**src/rtl/dispensador_ctrl.sv**
```systemverilog
// Purpose: vend-output sequencer -- drives one slot-motor pulse, then N coin-return pulses, each followed by an idle gap, then a done strobe.
// Latency: first pulse (or done when nothing to dispense) appears the cycle after the accepting listo edge; all outputs registered.
// Backpressure: none; a listo edge while busy is dropped and raises the sticky ovr flag.
//
// Ports:
//   clk         clock, rising edge
//   rst_n       synchronous active-low reset
//   listo       vend-complete strobe/level; a 0->1 transition is a request
//   producto    product slot code (0 = none, 1..3 = slot)
//   cambio      number of change coins to return (0..3)
//   motor       one-hot slot motor drive
//   coin_pulse  coin-return solenoid pulse
//   busy        high whenever the sequencer is not idle
//   done        one-cycle completion strobe
//   ovr         sticky overrun flag (request seen while busy)
module dispensador_ctrl #(
  parameter int PULSE_CYC = 4,
  parameter int GAP_CYC   = 2
) (
  input  logic       clk,
  input  logic       rst_n,
  input  logic       listo,
  input  logic [1:0] producto,
  input  logic [1:0] cambio,
  output logic [2:0] motor,
  output logic       coin_pulse,
  output logic       busy,
  output logic       done,
  output logic       ovr
);

  localparam logic [7:0] PULSE_LAST = 8'(PULSE_CYC - 1);
  localparam logic [7:0] GAP_LAST   = 8'(GAP_CYC - 1);

  typedef enum logic [2:0] {
    IDLE  = 3'd0,
    MOTOR = 3'd1,
    GAP   = 3'd2,
    COIN  = 3'd3,
    DONE  = 3'd4
  } state_t;

  state_t     state, state_nxt;
  logic       listo_q;
  logic [1:0] prod_q, prod_nxt;
  logic [7:0] coins_q, coins_nxt;
  logic [7:0] cnt, cnt_nxt;

  logic       req;
  logic       accept;

  logic [2:0] motor_nxt;
  logic       coin_nxt;
  logic       busy_nxt;
  logic       done_nxt;
  logic       ovr_nxt;

  assign req    = listo & ~listo_q;
  assign accept = req && (state == IDLE);

  // State, counters, latched request and registered outputs.
  // listo_q resets high so a level held across reset release is not a request.
  always_ff @(posedge clk) begin
    if (!rst_n) begin
      state      <= IDLE;
      listo_q    <= 1'b1;
      prod_q     <= 2'd0;
      coins_q    <= 8'd0;
      cnt        <= 8'd0;
      motor      <= 3'd0;
      coin_pulse <= 1'b0;
      busy       <= 1'b0;
      done       <= 1'b0;
      ovr        <= 1'b0;
    end else begin
      state      <= state_nxt;
      listo_q    <= listo;
      prod_q     <= prod_nxt;
      coins_q    <= coins_nxt;
      cnt        <= cnt_nxt;
      motor      <= motor_nxt;
      coin_pulse <= coin_nxt;
      busy       <= busy_nxt;
      done       <= done_nxt;
      ovr        <= ovr_nxt;
    end
  end

  // Next-state logic. cnt counts cycles spent in the current timed state.
  always_comb begin
    state_nxt = state;
    prod_nxt  = prod_q;
    coins_nxt = coins_q;
    cnt_nxt   = cnt;
    case (state)
      IDLE: begin
        if (accept) begin
          prod_nxt  = producto;
          coins_nxt = {6'd0, cambio};
          cnt_nxt   = 8'd0;
          if (producto != 2'd0)    state_nxt = MOTOR;
          else if (cambio != 2'd0) state_nxt = COIN;
          else                     state_nxt = DONE;
        end
      end
      MOTOR: begin
        if (cnt == PULSE_LAST) begin
          state_nxt = GAP;
          cnt_nxt   = 8'd0;
        end else begin
          cnt_nxt = cnt + 8'd1;
        end
      end
      COIN: begin
        if (cnt == PULSE_LAST) begin
          state_nxt = GAP;
          cnt_nxt   = 8'd0;
          coins_nxt = coins_q - 8'd1;
        end else begin
          cnt_nxt = cnt + 8'd1;
        end
      end
      GAP: begin
        if (cnt == GAP_LAST) begin
          cnt_nxt   = 8'd0;
          state_nxt = (coins_q != 8'd0) ? COIN : DONE;
        end else begin
          cnt_nxt = cnt + 8'd1;
        end
      end
      DONE: begin
        state_nxt = IDLE;
        cnt_nxt   = 8'd0;
      end
      default: begin
        state_nxt = IDLE;
        cnt_nxt   = 8'd0;
      end
    endcase
  end

  // Output decode from the upcoming state so the registered outputs line up
  // with the state they describe (no input-to-output combinational path).
  always_comb begin
    motor_nxt = 3'd0;
    if (state_nxt == MOTOR) begin
      case (prod_nxt)
        2'd1:    motor_nxt = 3'b001;
        2'd2:    motor_nxt = 3'b010;
        2'd3:    motor_nxt = 3'b100;
        default: motor_nxt = 3'b000;
      endcase
    end
    coin_nxt = (state_nxt == COIN);
    busy_nxt = (state_nxt != IDLE);
    done_nxt = (state_nxt == DONE);
    ovr_nxt  = ovr | (req && (state != IDLE));
  end

endmodule

```
**config.mk**
```make
export PLATFORM = sky130hd
export DESIGN_NAME = dispensador_ctrl
export DESIGN_NICKNAME = d
export VERILOG_FILES = /design/src/rtl/dispensador_ctrl.sv
export SDC_FILE = /design/constraint.sdc
export NUM_CORES = 1
export LEC_CHECK = 0
export CAP_MARGIN = 25
export CORE_ASPECT_RATIO = 1.2
export CORE_MARGIN = 1.5
export CORE_UTILIZATION = 50
export CTS_CLUSTER_SIZE = 14
export DETAILED_ROUTE_END_ITERATION = 10
export DONT_BUFFER_PORTS = 1
export PLACE_DENSITY = 0.74
export SLEW_MARGIN = 25
export SYNTH_ARGS = -nofsm -noshare
export SYNTH_HDL_FRONTEND = slang
export SYNTH_SLANG_ARGS = --single-unit
```
**constraint.sdc**
```tcl
create_clock -name clk -period 5.6 [get_ports clk]
set_clock_uncertainty 0.05 [all_clocks]
set_input_delay 1.68 -clock clk [delete_from_list [all_inputs] [get_ports clk]]
set_output_delay 1.68 -clock clk [all_outputs]
set_load 0.1 [all_outputs]
```
==> Implementation_results.wiki <==
{| class="wikitable"
! Metric !! Value
|-
| Storage element area || 581 um2
|-
| Synth warnings || 0
|-
| Sinks on the clock net || 29
|-
| Fraction of layout cells with a size suffix above 1 || 12.0%
|-
| Pin count of the biggest net entering global routing || 14
|-
| Total number of nets in the final design || 185
|-
| Capturing element type of the critical path || output pin
|-
| Power per Cell Area || 239 nW/um2
|-
| Largest area contributor in the synthesized netlist || dfxtp_1
|-
| Detailed Routing Iterations Pass 1 || 4
|-
| Measured slew at the worst slew-check pin || 0.984 ns
|-
| Clock-pin slew of the registers on the worst-case setup and hold paths || 0.08 ns
|-
| Static Leak || 0.595 nW
|-
| Total area of multi-input combinational cells || 917 um2
|-
| Max-capacitance violation count || 0
|-
| Leading cell types in the layout, fill and taps excluded || dfxtp_1 (29), nor2_1 (18), nand2_1 (15)
|-
| Count of final hold-check violations || 0
|-
| Post-synth cell types || 58
|-
| Aggregate global routing overflow || 0
|-
| Number of instances resized during post-cts repair || 0
|-
| Instance area at placement || 1560 um2
|-
| Final Worst Setup Slack || 2.58 ns
|-
| Avg WL per Cell || 16.4 um
|-
| Net count after synthesis || 184
|-
| Number of buffers inserted by post-CTS setup repair || 0
|-
| I/O Pins || 14
|-
| Overall via count from detail_route || 1345
|-
| Floorplan core area || 2860 um2
|-
| Fraction of registers with async set/reset || 0%
|-
| Synth Area per Inst || 8.92 um2
|-
| Synthesis-to-layout area growth || 4.22%
|-
| Type of the worst setup path || reg2out
|-
| Detailed-placement wirelength estimate || 2600 um
|-
| Total global routing track utilization || 23.5%
|-
| Number of filler instances in the final layout || 274
|-
| DRC marker count from the first detailed-route iteration || 22
|-
| Antenna violations before repair || 0
|-
| Number of synthesized register bits || 29
|-
| Standard-cell rows || 21
|-
| Period Utilization, post-route || 54.0%
|-
| Number of levels in the clock H-tree || 2
|-
| Accumulated negative setup slack || 0 ns
|-
| Core occupancy in the finished layout || 56.1%
|-
| Critical path data arrival time || 1.29 ns
|-
| Total Power || 0.000385 W
|-
| Crit path launch type || flop
|-
| Status || finished clean
|-
| Port Buffer Count || 0
|-
| Final critical path time including I/O delays and setup || 3.02 ns
|-
| Inserted Clock Buffers || 5
|-
| Leading cell type in the layout, fill and taps excluded || dfxtp_1
|-
| Final slew viol count || 0
|-
| Routed WL || 3430 um
|-
| Initial core utilization || 53.9%
|-
| Drt via density || 6.44
|-
| Number of flops mapped to enable cells by yosys || 0
|-
| RSZ-0062 raised after global routing || no
|-
| CTS hold repair buffers || 0
|-
| Global-route wire length before repair || 5830 um
|-
| Timing-limited maximum frequency || 331 MHz
|-
| Skew-Pair Late Insertion Delay || 0.32 ns
|-
| Post-placement setup slack || 2.52 ns
|-
| Finish-stage setup viols || 0
|-
| Clock tree from TritonCTS || built
|-
| Total non-filler cell area in the finished layout || 1610 um2
|-
| Post-DRT Antenna Nets || 0
|-
| Vias in the first global route || 1271
|-
| Number of standard cells after synthesis || 173
|-
| Share of the synthesized area in the top cell type || 37.6%
|-
| Bufs on Longest Clock Path || 2
|-
| Height of the chip || 63.9 um
|-
| Clock root buffer || clkbuf_4
|-
| Share of the yosys chip area belonging to registers || 37.6%
|-
| DRC viols || 0
|-
| Routability Congestion || 0.886
|-
| Antenna diode instance count || 0
|-
| Data required time at the worst endpoint || 3.87 ns
|-
| Dominant cells by area after synthesis || dfxtp_1 (38%), nor2_1 (4.4%), nand2_1 (3.6%), ha_1 (3.2%), nand3_1 (3.2%)
|-
| Min-Delay Path Class || reg2reg
|-
| Die area || 3430 um2
|-
| Maximum fanout along the worst path || 2
|-
| Area of the mapped netlist || 1540 um2
|-
| Die X || 53.7 um
|-
| Worst voltage drop across the vdd grid || 0.161 mV
|-
| Worst slew slack as a fraction of its limit || 34.3%
|-
| Main synth FF type || dfxtp_1
|}
power by group:
group | internal, W | switching, W
Sequential | 0.000212 | 0.0000124
Clock | 0.0000499 | 0.0000669
Combinational | 0.0000158 | 0.0000278
Total | 0.000278 | 0.000107
layer usage:
| metal | GRT usage, % | wire length (um) |
|---|---|---|
| met5 | 0 | 0 |
| met4 | 11.9 | 84 |
| met3 | 8.41 | 135 |
| met2 | 38.3 | 1810 |
| met1 | 26.0 | 1400 |
per-stage QoR:
| stage | cells | hold slack (ns) |
|---|---|---|
| after global routing | 209 | 0.463 |
| after detailed placement | 201 | 0.438 |
| after global placement | 201 | 0.418 |
| final | 209 | 0.447 |
| after floorplan | 173 | 0.405 |
| after CTS | 209 | 0.453 |
worst register-to-register path: stages, from the launching register on:
cell and delay [ns]:
dfxtp_1 0.45, ha_1 0.27, nor3b_2 0.40, a21boi_1 0.29, a211oi_2 0.49, nor3_1 0.11
sequential cells by signal, indices dropped and copies added, names as in the netlist:
register and flops:
busy 1, prod_q 2, listo_q 1, motor 3, done 1, coins_q 8, coin_pulse 1, ovr 1
state 3, cnt 8
Yosys cell counts (2+ instances only):
cell	n
mux2i_1	3
a31oi_1	2
nor4_1	2
nand2b_1	3
o221ai_1	2
a2111o_1	3
nand4_1	2
nor2b_1	4
a311oi_1	2
nor3_2	2
o22ai_1	4
and2_1	3
or3_1	2
nand3_1	10
nor3b_1	2
inv_1	5
o21ai_0	2
clkbuf_1	3
xnor2_1	3
nand2_1	15
o2111ai_1	3
ha_1	4
nor2_1	18
a21oi_1	8
a211oi_1	3
clkbuf_2	2
dfxtp_1	29
or2_2	2
path summary, 6_finish.rpt:
path                                                 to                    start  cells after the start  slack [ns]
worst max-delay path                                ovr           ovr$_SDFF_PN0_                      0        2.58
worst min-delay path            coins_q[7]$_SDFFE_PN0P_  coins_q[7]$_SDFFE_PN0P_                      2        0.45
worst max register to register      motor[2]$_SDFF_PN0_      cnt[0]$_SDFFE_PN0P_                      5        3.43
worst min register to register  coins_q[7]$_SDFFE_PN0P_  coins_q[7]$_SDFFE_PN0P_                      2        0.45
cells by family after synthesis:
kind of cell	after synthesis	synth area share, %
AND/OR/NAND/NOR	77	28.8
buffers and inverters	11	2.92
flip-flops	29	37.6
multiplexers	3	1.95
AO/OA/AOI/OAI	46	23.8
XOR/XNOR	3	1.70
adder cells (fa/ha/maj)	4	3.24
layout make-up:
type,instances,share of cell area [%]
Multi-Input combinational cell,133,57.0
Sequential cell,29,36.1
Clock buffer,8,3.04
Tap cell,34,2.65
Inverter,5,1.17
Power figures use the tool's default switching activity.
